==> src/rtl/key_code_buffer_if.sv <==
// Scanner handshake and consumer-side FIFO signals for key_code_buffer.
// The slave modport is the buffer; the master modport drives scanner and consumer inputs.
interface key_code_buffer_if;
    logic [3:0] RowColVector;
    logic       KeyRdy;
    logic       KeyRd;
    logic       Clear;
    logic       KeyPop;
    logic [3:0] KeyCode;
    logic       KeyValid;
    logic [3:0] Count;
    logic       Full;

    modport slave (
        input  RowColVector, KeyRdy, Clear, KeyPop,
        output KeyRd, KeyCode, KeyValid, Count, Full
    );

    modport master (
        output RowColVector, KeyRdy, Clear, KeyPop,
        input  KeyRd, KeyCode, KeyValid, Count, Full
    );
endinterface

==> src/rtl/key_code_buffer.sv <==
// Keypad code buffer: translates scanner row/column positions into key codes and
// queues them in a show-ahead FIFO, with a two-state KeyRdy/KeyRd handshake.
module key_code_buffer #(
    parameter int DEPTH = 8
) (
    input  logic              Clock,
    input  logic              Reset,
    key_code_buffer_if.slave  kb
);
    localparam int         PW      = $clog2(DEPTH);
    localparam logic [3:0] DEPTH_C = 4'(DEPTH);

    typedef enum logic {IDLE = 1'b0, ACK = 1'b1} state_t;

    state_t         state_q, state_d;
    logic           key_rd_q, key_rd_d;
    logic [PW-1:0]  wr_ptr_q, wr_ptr_d;
    logic [PW-1:0]  rd_ptr_q, rd_ptr_d;
    logic [3:0]     count_q, count_d;
    logic           valid_q, valid_d;
    logic           full_q, full_d;
    logic [3:0]     key_code_q, key_code_d;
    logic [3:0]     mem_q [DEPTH];
    logic           wr_en_s;
    logic           pop_s;
    logic [3:0]     wr_code_s;

    // Layout rows: "1 2 3 A", "4 5 6 B", "7 8 9 C", "* 0 # D"; * and # map to E and F.
    function automatic logic [3:0] xlate(input logic [3:0] rc);
        logic [3:0] code;
        case (rc)
            4'h0:    code = 4'h1;
            4'h1:    code = 4'h2;
            4'h2:    code = 4'h3;
            4'h3:    code = 4'hA;
            4'h4:    code = 4'h4;
            4'h5:    code = 4'h5;
            4'h6:    code = 4'h6;
            4'h7:    code = 4'hB;
            4'h8:    code = 4'h7;
            4'h9:    code = 4'h8;
            4'hA:    code = 4'h9;
            4'hB:    code = 4'hC;
            4'hC:    code = 4'hE;
            4'hD:    code = 4'h0;
            4'hE:    code = 4'hF;
            4'hF:    code = 4'hD;
            default: code = 4'h0;
        endcase
        return code;
    endfunction

    // Next-state logic for handshake FSM, pointers, count and the registered head.
    always_comb begin
        state_d    = state_q;
        key_rd_d   = key_rd_q;
        wr_ptr_d   = wr_ptr_q;
        rd_ptr_d   = rd_ptr_q;
        count_d    = count_q;
        wr_code_s  = xlate(kb.RowColVector);
        // Full is the registered value, so a same-edge pop never opens room for a write.
        wr_en_s    = (state_q == IDLE) && kb.KeyRdy && !full_q && !kb.Clear;
        pop_s      = kb.KeyPop && valid_q && !kb.Clear;

        case (state_q)
            IDLE: begin
                if (wr_en_s) begin
                    state_d  = ACK;
                    key_rd_d = 1'b1;
                end else begin
                    state_d  = IDLE;
                    key_rd_d = 1'b0;
                end
            end
            ACK: begin
                if (!kb.KeyRdy) begin
                    state_d  = IDLE;
                    key_rd_d = 1'b0;
                end else begin
                    state_d  = ACK;
                    key_rd_d = 1'b1;
                end
            end
            default: begin
                state_d  = IDLE;
                key_rd_d = 1'b0;
            end
        endcase

        if (kb.Clear) begin
            wr_ptr_d = '0;
            rd_ptr_d = '0;
            count_d  = 4'd0;
        end else begin
            if (wr_en_s) begin
                wr_ptr_d = wr_ptr_q + PW'(1);
            end else begin
                wr_ptr_d = wr_ptr_q;
            end
            if (pop_s) begin
                rd_ptr_d = rd_ptr_q + PW'(1);
            end else begin
                rd_ptr_d = rd_ptr_q;
            end
            case ({wr_en_s, pop_s})
                2'b10:   count_d = count_q + 4'd1;
                2'b01:   count_d = count_q - 4'd1;
                default: count_d = count_q;
            endcase
        end

        valid_d = (count_d != 4'd0);
        full_d  = (count_d == DEPTH_C);

        // The new head is the incoming code when it lands exactly where the read pointer goes.
        if (!valid_d) begin
            key_code_d = 4'h0;
        end else if (wr_en_s && (rd_ptr_d == wr_ptr_q)) begin
            key_code_d = wr_code_s;
        end else begin
            key_code_d = mem_q[rd_ptr_d];
        end
    end

    // Control and status registers with asynchronous active-low reset.
    always_ff @(posedge Clock or negedge Reset) begin
        if (!Reset) begin
            state_q    <= IDLE;
            key_rd_q   <= 1'b0;
            wr_ptr_q   <= '0;
            rd_ptr_q   <= '0;
            count_q    <= 4'd0;
            valid_q    <= 1'b0;
            full_q     <= 1'b0;
            key_code_q <= 4'h0;
        end else begin
            state_q    <= state_d;
            key_rd_q   <= key_rd_d;
            wr_ptr_q   <= wr_ptr_d;
            rd_ptr_q   <= rd_ptr_d;
            count_q    <= count_d;
            valid_q    <= valid_d;
            full_q     <= full_d;
            key_code_q <= key_code_d;
        end
    end

    // FIFO storage; contents are hidden behind KeyCode=0 whenever the buffer is empty.
    always_ff @(posedge Clock) begin
        if (wr_en_s) begin
            mem_q[wr_ptr_q] <= wr_code_s;
        end
    end

    assign kb.KeyRd    = key_rd_q;
    assign kb.KeyCode  = key_code_q;
    assign kb.KeyValid = valid_q;
    assign kb.Count    = count_q;
    assign kb.Full     = full_q;
endmodule
==> src/flat_wrapper.sv <==
// flat-port wrapper written by rule: the top's interface ports become plain ports
module key_code_buffer_flat 
#(
    parameter int DEPTH = 8
)
  (Clock, Reset, kb_RowColVector, kb_KeyRdy, kb_Clear, kb_KeyPop, kb_KeyRd, kb_KeyCode, kb_KeyValid, kb_Count, kb_Full);
  key_code_buffer_if kb_i ();
  input  logic Clock;
  input  logic Reset;
  input wire logic [$bits(kb_i.RowColVector)-1:0] kb_RowColVector;
  input wire logic [$bits(kb_i.KeyRdy)-1:0] kb_KeyRdy;
  input wire logic [$bits(kb_i.Clear)-1:0] kb_Clear;
  input wire logic [$bits(kb_i.KeyPop)-1:0] kb_KeyPop;
  output wire logic [$bits(kb_i.KeyRd)-1:0] kb_KeyRd;
  output wire logic [$bits(kb_i.KeyCode)-1:0] kb_KeyCode;
  output wire logic [$bits(kb_i.KeyValid)-1:0] kb_KeyValid;
  output wire logic [$bits(kb_i.Count)-1:0] kb_Count;
  output wire logic [$bits(kb_i.Full)-1:0] kb_Full;
  assign kb_i.RowColVector = kb_RowColVector;
  assign kb_i.KeyRdy = kb_KeyRdy;
  assign kb_i.Clear = kb_Clear;
  assign kb_i.KeyPop = kb_KeyPop;
  assign kb_KeyRd = kb_i.KeyRd;
  assign kb_KeyCode = kb_i.KeyCode;
  assign kb_KeyValid = kb_i.KeyValid;
  assign kb_Count = kb_i.Count;
  assign kb_Full = kb_i.Full;
  key_code_buffer #(.DEPTH(DEPTH)) u_core (.Clock(Clock), .Reset(Reset), .kb(kb_i));
endmodule
==> config.mk <==
export PLATFORM = sky130hd
export DESIGN_NAME = key_code_buffer_flat
export DESIGN_NICKNAME = d
export VERILOG_FILES = /design/src/rtl/key_code_buffer_if.sv /design/src/rtl/key_code_buffer.sv /design/src/flat_wrapper.sv
export SDC_FILE = /design/constraint.sdc
export NUM_CORES = 1
export LEC_CHECK = 0
export ABC_AREA = 1
export CAP_MARGIN = 20
export CORE_MARGIN = 4
export CORE_UTILIZATION = 60
export DETAILED_ROUTE_END_ITERATION = 6
export PLACE_DENSITY = 0.82
export SLEW_MARGIN = 15
export SYNTH_ARGS = -nofsm -noshare
export SYNTH_HDL_FRONTEND = slang
export SYNTH_SLANG_ARGS = --single-unit
==> constraint.sdc <==
create_clock -name Clock -period 7.4 [get_ports Clock]
set_clock_uncertainty 0.15 [all_clocks]
set_input_delay 2.22 -clock Clock [delete_from_list [all_inputs] [get_ports Clock]]
set_output_delay 2.22 -clock Clock [all_outputs]
set_load 0.01 [all_outputs]
After elaboration in Yosys (flattened, before gate mapping)
Memories as Yosys holds them, arrays and structs flattened.
Cells that the tools add are included.
{ "totals": {"reg_bits": 17, "ramBits": 32, "mem_bits_ro": 64, "input_bits": 9, "elab_cells": 40, "memories": 2} }
{ "classes": {"add_sub_neg": 4, "eq_ne": 4, "mux": 12, "bitwise": 1, "n_reduce_logical": 10} }
{ "mem_list": {"columns": ["memory", "words", "width", "read_ports", "rd_ports_with_merged_regs", "wr", "line", "rtl"], "rows": [
  ["(no name shown)", 16, 4, 1, 0, 0, "key_code_buffer.sv:31", "case (rc)"],
  ["u_core.mem_q", 8, 4, 1, 0, 1, "key_code_buffer.sv:23", "logic [3:0] mem_q [DEPTH];"]
]} }
{ "ops": {"columns": ["operator", "count"], "rows": [
  ["$mux 3", 4],
  ["$mux 4", 3],
  ["$pmux 4 s2", 1],
  ["$add 3x1->3 const B", 2],
  ["$logic_and 1x1->1", 6],
  ["$add 4x1->4 const B", 1],
  ["$eq 4x4->1 const B", 1],
  ["$reduce_bool 4->1", 1],
  ["$sub 4x1->4 const B", 1],
  ["$eq 3x3->1", 1],
  ["$mux 1", 3],
  ["$eq 2x1->1 const B", 1],
  ["$eq 2x2->1 const B", 1],
  ["$logic_not 1->1", 2],
  ["$pmux 1 s2", 1],
  ["$reduce_bool 2->1", 1],
  ["$not 1->1", 1]
]} }

Logic depth before layout (Yosys ltp)
Gate-level depths: netlist of run 1.
{ "logic_depth": {"word_depth": 9, "depth_mapped": 17, "ltp_nobuf": 17} }

Least setup slack after synthesis of run 1
Ideal clock, no wire load.
{ "synth_timing": {"kind": "input port to flip-flop", "start": "in kb_KeyRdy", "end": "reg u_core.key_code_q[0], in the netlist u_core.kb.KeyCode[0]", "setup_time_ps": 130, "t_arrival_ps": 4025, "required_ps": 7120, "setup_slack_ps": 3094, "path_stages": 17, "path_cell_list": "inv_1 nor2_1 nand2_1 nor2_1 inv_1 ha_1 nand2_1 inv_1 nor2_1 ha_1 a21oi_1 a21oi_1 o21ai_0 nand2_1 nand3_1 a21oi_1 nor2_1"} }
{ "synth_between": {"elab_chain_len": 8, "word_cells_on_any_way": 11, "cone_classes": "2 x eq/ne; 4 x mux; 5 x reduce/logical"} }
{ "synth_rtl": {"columns": ["element", "line", "rtl"], "rows": [
  ["start: declaration", "flat_wrapper.sv:11", "input wire logic [$bits(kb_i.KeyRdy)-1:0] kb_KeyRdy;"],
  ["$logic_and 1x1->1 * (3 in a row)", "key_code_buffer.sv:62", "wr_en_s = (state_q == IDLE) && kb.KeyRdy && !full_q && !kb.Clear;"],
  ["$eq 2x1->1 or $eq 2x2->1 (tied branches)", "key_code_buffer.sv:105", "case ({wr_en_s, pop_s})"],
  ["$pmux 4 s2", "key_code_buffer.sv:105", null],
  ["$mux 4", "key_code_buffer.sv:90", "if (kb.Clear) begin"],
  ["$reduce_bool 4->1", "key_code_buffer.sv:112", "valid_d = (count_d != 4'd0);"],
  ["$mux 4 *", "key_code_buffer.sv:116", "if (!valid_d) begin"],
  ["named net u_core.key_code_d[0]", "key_code_buffer.sv:22", "logic [3:0] key_code_q, key_code_d;"],
  ["end signal: assignment", "key_code_buffer.sv:144", "key_code_q <= key_code_d;"],
  ["end: declaration", "key_code_buffer.sv:22", null]
]} }
The timed path passes the listed nets; every way through them passes the cells marked *.
A chain may end at the register's enable or synchronous reset.

Final worst setup path of run 1
Ends and elaborated chain as after synthesis.

==> metrics.txt, run 1 <==
via count between 1,500 and 2,000; cts repair resizes 0; die area 5254 µm²; RSZ-0062 raised after global routing no; die height 72.49 µm; Initial Util 62.37%; synthesized net count 283; setup bufs post-CTS 0; largest net degree at the start of global routing 28; worst-skew pair later-pin latency approximately 0.30 ns; most common library cell in the layout ignoring fill and taps nand2_1; Post-Route WL 5020 µm; maxcap violations 0; Crit Path Class in -> reg; Post-Route Setup TNS 0 ns; CTS Root Cell clkbuf_8; drc violations 0; Startpoint Class input pin; Nets 304; Final setup viols 0; HP Class reg -> reg; grt ovf 0; number of fill cells in the layout 328; initial antenna violation count 0; largest family of logic cells by synthesized area simple AND/OR/NAND/NOR gates; Mapped Avg Cell Area 9.415 µm²; pins over their slew limit 0; io pins 20; TritonCTS Buffers 5; WP data arrival 4.84 ns; Vias per Instance 5.715; Routability Congestion 0.8876; row cnt 23; Pleak 1.257 nW; Yosys warning total 0; fmax slightly above 200 MHz; synth-to-layout area growth 13.39%; first-pass GRT wire length between 8000 and 9000 µm; hold path start u_core.state_q; share of layout cells above drive strength 1 6.969%; FF+latch count, synth 49; Core Area 4000 µm²; Worst EP required 7.42 ns; Clock transition at path regs roughly 0.080 ns; Tmin final 4.818 ns; Die W approximately 72 µm; relative max-transition margin 50.49%; actual slew at the worst max-slew pin between 0.7 and 0.8 ns; outcome finished clean; synthesized area 2495 µm²; Hold Vio Cnt, Final 0; Netlist cell types 28; ANT nets after route 0; power per cell area roughly 250 nW/µm²; all-layer global routing usage 20.76%; post-synthesis instance total 265; crit share post-route 65.11%; Synth Area in Simple Gates between 20 and 30%; CP max FO 5; Synth Area in Adders 4.514%; clk sinks 49; worst ir drop on vdd 0.1660 mV; Longest Clk Path Bufs 2; dpl hpwl 3593 µm; PortBufs 19; Synth Area in XOR/XNOR less than 1%; mux cell area share after synthesis 0%; vias in the first global route 1,823; most frequent cells in the layout nand2_1, nand3_1, inv_1, edfxtp_1, nor2_1; hold-fix buffer count after cts 0; initial drt markers 244; post-route insts no fill 337; CTS tree yes; R2R Path Start u_core.kb.Full; Pre-antenna DRT Iters 4; post-placement cell count 329; antenna cells 0; CP Capture Type flip-flop; WL/cell 14.90 µm; CTS HTree Levels 2; post-synthesis sequential area ratio between 50% and 60%; compound-gate portion of the synthesized area around 3.6%; crit path launch kb_KeyRdy
[layout make-up]
type | instances | area (µm²) | share of cell area (%)
inverters | 34 | 130.1 | 4.600
multi-input cells | 177 | 948.4 | 33.53
well taps | 50 | 62.56 | 2.211
flip-flops and latches | 49 | 1386 | 49.00
clock buffers | 6 | 72.57 | 2.565
clock inverters | 2 | 38.79 | 1.371
repair buffers | 19 | 190.2 | 6.723
[registers in the layout, indices dropped and copies added, names as in the netlist]
name,flops
u_core.kb.Full,1
u_core.mem_q,32
u_core.wr_ptr_q,3
u_core.kb.KeyValid,1
u_core.rd_ptr_q,3
u_core.kb.Count,4
u_core.state_q,1
u_core.kb.KeyCode,4
[cell usage after synthesis (all sizes together)]
master | count | area [µm²]
nand2 | 59 | 236.5
nand3 | 44 | 242.7
inv | 34 | 130.1
edfxtp | 32 | 960.9
nor2 | 25 | 103.9
nand4 | 19 | 118.9
dfrtp | 17 | 425.4
ha | 9 | 112.6
o21ai | 7 | 35.03
a21oi | 6 | 30.03
buf | 4 | 26.27
nor3 | 2 | 21.27
xnor2 | 2 | 17.52
a211o | 1 | 8.760
a22oi | 1 | 7.510
clkbuf | 1 | 3.750
o21a | 1 | 7.510
or2 | 1 | 6.260
[where the power goes]
part / total (W) / switching [W] / leakage [nW] / internal (W)
sequential: 0.000332 / 0.0000151 / 0.515 / 0.000317
clock: 0.000185 / 0.0000835 / 0.0554 / 0.000101
combinational: 0.000195 / 0.000120 / 0.686 / 0.0000756
total: 0.000712 / 0.000218 / 1.26 / 0.000494
[kinds of logic (layout without fill, tap and decap cells)]
group	Yosys count	count (layout)
and+or+nand+nor	150	150
xor gates and xnor gates	2	2
DFF	49	49
buffers and inverters	39	61
AOI/OAI and AO/OA	16	16
adders and majority gates	9	9
[layer usage]
layer | track usage (%) | part of all wire, %
met2 | 31.95 | 47
met4 | 10.66 | 3.1
met3 | 4.155 | 7.8
met1 | 28.01 | 42
met5 | 0 | 0
[worst max-delay path, stage by stage]
cell	delay, ns
clkdlybuf4s50_1	0.46
inv_1	0.05
nor2_1	0.11
nand2_1	0.08
nor2_1	0.26
inv_1	0.13
ha_1	0.26
nand2_1	0.08
inv_1	0.05
nor2_1	0.12
ha_1	0.17
a21oi_1	0.05
a21oi_1	0.13
o21ai_0	0.09
nand2_1	0.08
nand3_1	0.09
a21oi_1	0.34
nor2_1	0.08
[metrics by stage]
stage / cell area [µm²] / hold slack, ns / utilization [%] / setup WS, ns / total power [W]
5_1_grt: 2829 / 0.5003 / 70.72 / 2.242 / 0.0007498
2_1_floorplan: 2495 / 0.4351 / - / 3.094 / 0.0004628
4_1_cts: 2829 / 0.4514 / 70.72 / 2.621 / 0.0007136
6_report: 2829 / 0.4680 / 70.72 / 2.582 / 0.0007120
3_5_place_dp: 2718 / 0.4406 / 67.94 / 2.318 / 0.0005322
3_3_place_gp: 2718 / 0.4269 / 67.94 / 2.450 / 0.0005287
[final timing paths]
kind,endpoint,slack (ns),depth (start not counted)
max,u_core.kb.KeyCode[0],2.58,18
min,u_core.state_q,0.47,2
max reg2reg,u_core.kb.KeyCode[0],4.60,16
min reg2reg,u_core.state_q,0.47,2
max in group asynchronous,u_core.kb.KeyCode[0],4.43,1
min in group asynchronous,u_core.kb.KeyValid,2.20,1
Power figures use the tool's default switching activity.
==> run 2: changes to the inputs <==
- CORE_UTILIZATION: 60 -> 57
- PLACE_DENSITY: 0.82 -> 0.78
- clock period: 7.4 -> 4.95 ns (I/O delays scaled with it)
==> run 2 against run 1 <==
  * Clock power rose by 45%
  * Sequential share of layout area rose by 0.13 points
  * Combinational power rose by 51%
  * Register-to-register slack got worse by 2.5 ns
  * Final cell count fell by 0.30%
  * Power rose by 49%
  * Sequential cell count did not move
  * Critical path depth did not move
  * Clock-buffer cell count fell by 1
  * Global-route usage rose by 0.38 points
==> metrics.txt, run 2 (synthesized netlist as in run 1, its figures left out) <==
CTS HTree Levels 2; CP max FO 5; Die W approximately 74 µm; CP Capture Type flip-flop; hold path start u_core.state_q; M2 GR Usage between 30% and 40%; antenna cells 0; outcome finished clean; power per cell area 375.7 nW/µm²; sw frac 30.82%; met3 Resource Use GR around 4%; share of layout cells above drive strength 1 6.993%; max reg flops 32; PortBufs 19; cts repair resizes 0; io pins 20; HP Class reg -> reg; all-layer global routing usage 21.14%; vias in the first global route 1,878; first-pass GRT wire length 8873 µm; Clock transition at path regs 0.08 ns; clock power share around a quarter; Pleak 1.255 nW; initial drt markers between 150 and 200; Routability Congestion ~0.85; met1 global-route usage 29.40%; via count 1,948; setup bufs post-CTS 0; clk sinks 49; Post-Route Setup TNS 0 ns; WP data arrival between 4 and 5 ns; Tmin final 4.163 ns; Hold Vio Cnt, Final 0; row cnt 23; Most flops, register u_core.mem_q; Initial Util between 60% and 70%; Seq pwr share 47.0%; pins over their slew limit 0; synth-to-layout area growth 13.09%; WHS Path Cells 2; fmax ~240 MHz; WL/cell 15.35 µm; crit share post-route 84.09%; Worst EP required between 4 and 5 ns; CTS Root Cell clkbuf_8; largest net degree at the start of global routing 28; ANT nets after route 0; die height between 70 and 80 µm; busiest grt layer met2; dpl hpwl 3731 µm; die area 5500 µm²; Pre-antenna DRT Iters 4; worst reg-to-reg setup slack 2.09 ns; Nets around 300; R2R Path Start u_core.kb.Full; Startpoint Class input pin; total power 0.001060 W; maxcap violations 0; Core Area 4115 µm²; Net Sw Power approximately 0.00033 W; most common library cell in the layout ignoring fill and taps nand2_1; Longest Clk Path Bufs 2; relative max-transition margin between 40% and 50%; Crit Path Class in -> reg; worst ir drop on vdd around 0.26 mV; worst-skew pair later-pin latency 0.29 ns; most frequent cells in the layout nand2_1, nand3_1, inv_1, edfxtp_1, nor2_1; Post-Route WL 5158 µm; Reg2Reg Depth 16; TritonCTS Buffers 5; grt ovf 0; Final setup viols 0; Vias per Instance 5.798; R2R Path End u_core.kb.KeyCode[3]; Hold EP u_core.state_q; Power Internal 0.0007333 W; combinational share of power 27.8%; hold-fix buffer count after cts 0; actual slew at the worst max-slew pin 0.7919 ns; CTS tree yes; drc violations 0; initial antenna violation count 0; RSZ-0062 raised after global routing no
## run 2: changes by cell type in the layout (fill, tap and decap cells not counted)
cell and change:
clkinv_4 -1, clkbuf_1 -1, clkinv_2 +1
## run 2: critical path: stages
cell and delay, ns:
clkdlybuf4s50_1 0.46, inv_1 0.05, nor2_1 0.13, nand2_1 0.08, nor2_1 0.26, inv_1 0.13
ha_1 0.26, nand2_1 0.08, inv_1 0.04, nor2_1 0.12, ha_1 0.16, a21oi_1 0.05
a21oi_1 0.13, o21ai_0 0.09, nand2_1 0.08, nand3_1 0.09, a21oi_1 0.34, nor2_1 0.12
## run 2: area by class of cell
cell class,instances,area (µm²)
clock inverters,2,35.03
well taps,50,62.56
fillers,311,1294
flip-flops and latches,49,1386
inverters,34,130.1
clock buffers,5,68.82
repair buffers,19,190.2
multi-input cells,177,948.4
## run 2: worst max path at each step
stage | startpoint | to
finish | kb_KeyRdy | u_core.kb.KeyCode[3]
CTS | kb_KeyRdy | u_core.kb.KeyCode[3]
detailed placement | kb_KeyRdy | u_core.kb.KeyCode[3]
floorplan | kb_KeyRdy | u_core.kb.KeyCode[0]
global route | kb_KeyRdy | u_core.kb.KeyCode[3]
global placement | kb_KeyRdy | u_core.kb.KeyValid
## run 2: metal layers
metal / part of all wire (%) / wire length [µm]
met1: 43 / 2202
met4: 3.1 / 158
met5: 0 / 0
met3: 8.7 / 449
met2: 46 / 2347
## run 2: per-stage QoR
| stage | hold slack [ns] | cells | util (%) | cell area [µm²] | setup slack (ns) |
|---|---|---|---|---|---|
| global placement | 0.4197 | 329 | 66.04 | 2718 | 0.7233 |
| finish | 0.4585 | 336 | 68.56 | 2821 | 0.7873 |
| floorplan | 0.4351 | 265 | - | 2495 | 1.379 |
| global route | 0.4931 | 336 | 68.56 | 2821 | 0.4910 |
| CTS | 0.4662 | 336 | 68.56 | 2821 | 0.7849 |
| detailed placement | 0.4545 | 329 | 66.04 | 2718 | 0.4957 |
## run 2: power by group through the flow
stage	sequential, W	clock [W]	combinational (W)
4_1_cts	0.000498	0.000269	0.000295
3_5_place_dp	0.000507	0	0.000292
5_1_grt	0.000504	0.000288	0.000331
6_report	0.000498	0.000268	0.000294
3_3_place_gp	0.000504	0	0.000285
2_1_floorplan	0.000515	0	0.000176
